===== config.mk =====
export PLATFORM = sky130hd
export DESIGN_NAME = seq_multop
export DESIGN_NICKNAME = d
export VERILOG_FILES = /design/src/rtl/seq_multop.sv
export SDC_FILE = /design/constraint.sdc
export NUM_CORES = 1
export LEC_CHECK = 0
export CORE_AREA = 2 2 58 60
export DETAILED_ROUTE_END_ITERATION = 6
export DIE_AREA = 0 0 60 62
export PLACE_DENSITY_LB_ADDON = 0.3
export SLEW_MARGIN = 30
export SYNTH_ARGS = -nofsm -noshare
export SYNTH_HDL_FRONTEND = slang
export SYNTH_SLANG_ARGS = --single-unit

===== constraint.sdc =====
create_clock -name clk -period 3.7 [get_ports clk]
set_input_delay 0.37 -clock clk [delete_from_list [all_inputs] [get_ports clk]]
set_output_delay 0.37 -clock clk [all_outputs]
set_load 0.05 [all_outputs]

===== src/rtl/seq_multop.sv =====
// ============================================================================
// Module   : seq_multop
// Brief    : Shift-and-add unsigned WIDTH x WIDTH multiplier, one multiplier
//            bit per clock, start/busy/done handshake. Optional macro
//            SEQ_MULTOP_EARLY_EXIT_EN finishes once no multiplier bits remain.
// Revision : 1.0 - initial release
// ============================================================================
`default_nettype none

module seq_multop #(
  parameter int WIDTH = 4
) (
  input  logic             clk,
  input  logic             rst_n,
  input  logic             start,
  input  logic [WIDTH-1:0] A,
  input  logic [WIDTH-1:0] B,
  output logic             busy,
  output logic             done,
  output logic [WIDTH-1:0] out,
  output logic [WIDTH-1:0] hi,
  output logic             carry
);

  localparam int               c_CNT_W = $clog2(WIDTH + 1);
  localparam logic [c_CNT_W-1:0] c_LAST = c_CNT_W'(WIDTH);

  typedef enum logic [0:0] {
    S_IDLE = 1'b0,
    S_RUN  = 1'b1
  } state_t;

  state_t               r_state;
  state_t               w_state_next;
  logic                 w_accept;
  logic                 w_finish;
  logic                 w_last;

  logic [2*WIDTH-1:0]   r_mcand;
  logic [WIDTH-1:0]     r_mplier;
  logic [2*WIDTH-1:0]   r_acc;
  logic [c_CNT_W-1:0]   r_cnt;

  logic [2*WIDTH-1:0]   w_acc_next;
  logic [WIDTH-1:0]     w_mplier_shr;
  logic [c_CNT_W-1:0]   w_cnt_next;

  logic                 r_done;
  logic [WIDTH-1:0]     r_out;
  logic [WIDTH-1:0]     r_hi;
  logic                 r_carry;

  assign w_acc_next   = r_acc + (r_mplier[0] ? r_mcand : '0);
  assign w_mplier_shr = r_mplier >> 1;
  assign w_cnt_next   = r_cnt + c_CNT_W'(1);

`ifdef SEQ_MULTOP_EARLY_EXIT_EN
  // Stop as soon as the remaining multiplier bits cannot contribute.
  assign w_last = (w_cnt_next == c_LAST) || (w_mplier_shr == '0);
`else
  assign w_last = (w_cnt_next == c_LAST);
`endif

  always_ff @(posedge clk or negedge rst_n) begin
    if (!rst_n) begin
      r_state <= S_IDLE;
    end else begin
      r_state <= w_state_next;
    end
  end

  always_comb begin
    w_state_next = r_state;
    w_accept     = 1'b0;
    w_finish     = 1'b0;
    case (r_state)
      S_IDLE: begin
        if (start) begin
          w_state_next = S_RUN;
          w_accept     = 1'b1;
        end
      end
      S_RUN: begin
        if (w_last) begin
          w_state_next = S_IDLE;
          w_finish     = 1'b1;
        end
      end
      default: begin
        w_state_next = S_IDLE;
      end
    endcase
  end

  always_ff @(posedge clk or negedge rst_n) begin
    if (!rst_n) begin
      r_mcand  <= '0;
      r_mplier <= '0;
      r_acc    <= '0;
      r_cnt    <= '0;
    end else if (w_accept) begin
      r_mcand  <= {{WIDTH{1'b0}}, A};
      r_mplier <= B;
      r_acc    <= '0;
      r_cnt    <= '0;
    end else if (r_state == S_RUN) begin
      r_acc    <= w_acc_next;
      r_mcand  <= r_mcand << 1;
      r_mplier <= w_mplier_shr;
      r_cnt    <= w_cnt_next;
    end
  end

  // Results persist until the next finishing edge, even across a new start.
  always_ff @(posedge clk or negedge rst_n) begin
    if (!rst_n) begin
      r_done  <= 1'b0;
      r_out   <= '0;
      r_hi    <= '0;
      r_carry <= 1'b0;
    end else begin
      r_done <= w_finish;
      if (w_finish) begin
        r_out   <= w_acc_next[WIDTH-1:0];
        r_hi    <= w_acc_next[2*WIDTH-1:WIDTH];
        r_carry <= |w_acc_next[2*WIDTH-1:WIDTH];
      end
    end
  end

  assign busy  = (r_state == S_RUN);
  assign done  = r_done;
  assign out   = r_out;
  assign hi    = r_hi;
  assign carry = r_carry;

endmodule

`default_nettype wire


=== Word level (Yosys, flattened, before mapping) ===
Cells that the tools add are included.

* Output and inout bits: 11
* Flip-flop bits (word level): 34
* Input bits: 11

* Bitwise logic cells: 1
* Add/sub/neg operators: 2
* Reduce and logical (&&, ||, !) cells: 2
* Mux-type cells: 15
* Equality and inequality tests: 1

{| class="wikitable"
|+ Operators with widths
! cell !! count
|-
| $mux 8 || 5
|-
| $add 8x8->8 || 1
|-
| $mux 4 || 2
|-
| $mux 3 || 2
|-
| $mux 1 || 5
|-
| $reduce_or 4->1 || 1
|-
| $add 3x1->3 const B || 1
|-
| $eq 3x3->1 const B || 1
|-
| $pmux 1 s2 || 1
|-
| $reduce_bool 2->1 || 1
|-
| $not 1->1 || 1
|}

=== Longest topological paths before layout ===
* Depth after elaboration: 4
* Gate-level depth with buffers: 9
* Depth with buffers taken out: 9

=== Least setup slack after synthesis ===
Ideal clock, no wire load.

* Kind: register to register
* Start: reg r_mplier[0]
* End: reg r_carry (netlist: carry)
* Arrival: 2.129 ns
* Clock period less this slack: 2.256 ns
* Path slack: 1.444 ns
* Stages on the path, launching flop included: 10
* Data required time: 3.574 ns
* Cell sequence: dfrtp_1 -> and2_1 -> ha_1 -> inv_1 -> fa_1 -> nand2b_1 -> a21o_1 -> a211oi_1 -> nand3b_1 -> o32a_1

* Word-level cells in the longest chain between the ends: 3

{| class="wikitable"
|+ Ends and longest elaborated chain
! what !! line !! RTL
|-
| from (decl) || 40 || <nowiki>logic [WIDTH-1:0] r_mplier;</nowiki>
|-
| from (signal assigned) || 109 || <nowiki>r_mplier <= w_mplier_shr;</nowiki>
|-
| $mux 8 || 53 || <nowiki>assign w_acc_next = r_acc + (r_mplier[0] ? r_mcand : '0);</nowiki>
|-
| $add 8x8->8 || 53 ||
|-
| $reduce_or 4->1 || 126 || <nowiki>r_carry <= |w_acc_next[2*WIDTH-1:WIDTH];</nowiki>
|-
| to (signal assigned) || 126 ||
|-
| to (decl) || 51 || <nowiki>logic r_carry;</nowiki>
|}

No other way between the ends.
A chain may end at the register's enable or synchronous reset.

=== Worst setup path after layout ===
Same ends and word-level chain as after synthesis.

==> qor.yml <==
placement:
  dp_hpwl_um: 2420
  port-buffer-count: 21
  gp_routability_congestion: 0.944
clock_tree:
  clock_sinks: 34
  htree_levels: 2
  cts-resized-gates: 0
  cts_root_buffer: "clkbuf_4"
  cts.path.max_buffers: 2
  clk_latency_ns: 0.33
  clkTransAtPathRegs_ns: 0.10
  cts_tree: "built"
  post_cts_buffers: 0
  hold_buffers: 0
  cts_buffers: 5
critical_path:
  arrival_ns: 2.79
  path_depth: 9
  reg2reg_depth: 9
  cp_top_family: "compound AO/OA/AOI/OAI gates"
  crit_chain: "and2_1, ha_1, inv_1, fa_1, nand2b_1, a21o_1, a211oi_1, nand3b_1, o32a_1"
  crit_buf_inv: 1
  crit_type: "reg2reg"
  path_max_fanout: 9
  crit_path_start_kind: "flop"
  crit_slowest_cell: "dfrtp_1"
  required_ns: 3.93
  cp-end-kind: "flop"
  max_stage_delay_ns: 0.45
grt:
  grt_pass1_wl_um: 5490
  antenna_found_initial: 0
  grt_pass1_vias: 1191
  grt_use_total: 0.205
  grt.overflow.total: 0
  grt_max_degree: 35
route:
  routed_via_density: 5.44
  antenna_left: 0
  drc: 0
  dr_total_vias: 1272
  wl_um: 3280
  first_pass_iters: 4
  drt_iter0_markers: 33
  wl_per_cell_um: 14.0
synth:
  netlist_area_sq_mm: 0.00171
  syn_inst: 161
  yosys_warnings: 0
  synth_edf_count: 0
  avgSynthCellArea_sq_um: 10.6
  synth_seq_cells: 34
  synth_nets: 182
  synth_top_flop_cell: "dfrtp_1"
  synth_cell_type_count: 36
  async_flop_share: 1.00
  ys_seq_area_frac: 0.499
pwr:
  clockPowerShare: 0.152
  seq_power_share: 0.408
  switching_share: 0.408
  ir_drop_mv: 0.385
  intPower_w: 0.000832
  power_frac_comb: 0.440
  power.density_mw_per_mm2: 691
  p_leak_nw: 0.948
  p_switching_w: 0.000573
die:
  die_y_um: 62
  initial_core_util: 0.537
  dieArea_sq_mm: 0.00372
  io-pin-count: 22
  die_w_um: 60
  core_sq_mm: 0.00318
  rows: 21
timing:
  rsz0062_at_grt: "false"
  setup_viol: 0
  final_hold_viol_count: 0
  worst_clock_skew_ns: 0.00952
  post-route-period-util: 0.691
  whs_ns: 0.429
  worst_pin_slew_ns: 0.741
  tns_ns: 0
  final_max_slew_viol_count: 0
  fmax_ghz: 0.391
  fin_crit_ns: 2.56
  slew_headroom: 0.504
layout:
  fillers: 252
  area_growth_pct: 19.1
  drive_gt1_frac: 0.106
  nets: 208
  diodes: 0
run_status:
  run_status: "completed"
hold_path:
  hold_class: "in2async"
flow_run:
  cap_violations: 0
cells by family after synthesis:
family	share of synthesized area
mux	0.0858
compound gates	0.163
fa+ha+maj	0.0777
xor+xnor	0.0257
buf+inv	0.0315
simple gates	0.117
flops	0.499
registers in the layout, summed over array words and instances, names as in the netlist:
| name | cells |
|---|---|
| r_mcand | 8 |
| out | 4 |
| r_mplier | 4 |
| r_acc | 8 |
| r_cnt | 3 |
| busy | 1 |
| carry | 1 |
| done | 1 |
| hi | 4 |
power by group through the flow:
stage	registers, W	logic [W]	clock network, W
floorplan	0.000707	0.000300	0
global placement	0.000578	0.000600	0
detailed placement	0.000582	0.000618	0
CTS	0.000574	0.000622	0.000220
global route	0.000591	0.000679	0.000238
finish	0.000573	0.000618	0.000214
per-layer routing:
metal  GRT usage  share of wire  wire length (um)  vias up
met2       0.317           0.50              1630       27
met4      0.0952          0.024                78        0
li1            -              -                 -      614
met5           0              0                 0        -
met1       0.263           0.43              1430      621
met3      0.0683          0.046               150       10
worst paths after layout:
kind                                          from                   end  slack, ns
min in group clk                out[2]$_DFFE_PN0P_    out[2]$_DFFE_PN0P_       0.48
min reg2reg                     out[2]$_DFFE_PN0P_    out[2]$_DFFE_PN0P_       0.48
max reg2reg                r_mplier[0]$_DFFE_PN0P_     carry$_DFFE_PN0P_       1.14
min                                          rst_n  r_acc[0]$_DFFE_PN0P_       0.43
max in group asynchronous                    rst_n  r_acc[3]$_DFFE_PN0P_       2.97
max                        r_mplier[0]$_DFFE_PN0P_     carry$_DFFE_PN0P_       1.14
metrics by stage:
stage / area [sq um] / util / setup slack, ns / power, W / cells
2_1_floorplan: 1710 / - / 1.44 / 0.00101 / 161
3_5_place_dp: 1970 / 0.621 / 1.19 / 0.00120 / 226
6_report: 2030 / 0.640 / 1.14 / 0.00140 / 234
4_1_cts: 2030 / 0.640 / 1.18 / 0.00142 / 234
3_3_place_gp: 1970 / 0.621 / 1.34 / 0.00118 / 226
5_1_grt: 2030 / 0.640 / 0.993 / 0.00151 / 234
final cells by class:
class	instances	area (sq um)	share of cell area
clock buffer	7	55.1	0.0271
clock inverter	1	5.00	0.00246
inverter	10	37.5	0.0185
multi-input combinational	113	802	0.394
sequential	34	851	0.418
tap	46	57.6	0.0283
timing repair buffer	23	225	0.111
cells in the mapped netlist, types with 3 or more instances:
cell	n	area (sq um)
dfrtp_1	34	851
nand2_1	22	82.6
o21ai_0	19	95.1
ha_1	9	113
inv_1	9	33.8
mux2i_1	9	90.1
a22o_1	6	52.6
and2_1	6	37.5
nor2_1	6	22.5
mux2_2	5	56.3
xnor2_1	4	35.0
a21o_1	3	22.5
clkbuf_1	3	11.3
layout by cell type, fill, tap and decap left out, drive strengths merged, types with 2 or more instances in the layout:
cell,instances
and2,6
mux2i,9
o21ai,20
ha,9
dfrtp,34
mux2,5
clkbuf,7
a22o,7
nand3,2
a211oi,2
nand2,22
xnor2,4
clkdlybuf4s50,21
nand3b,2
a21o,3
nor2,6
buf,2
a21oi,3
clkinv,2
inv,9
(Power assumes the default switching activity.)
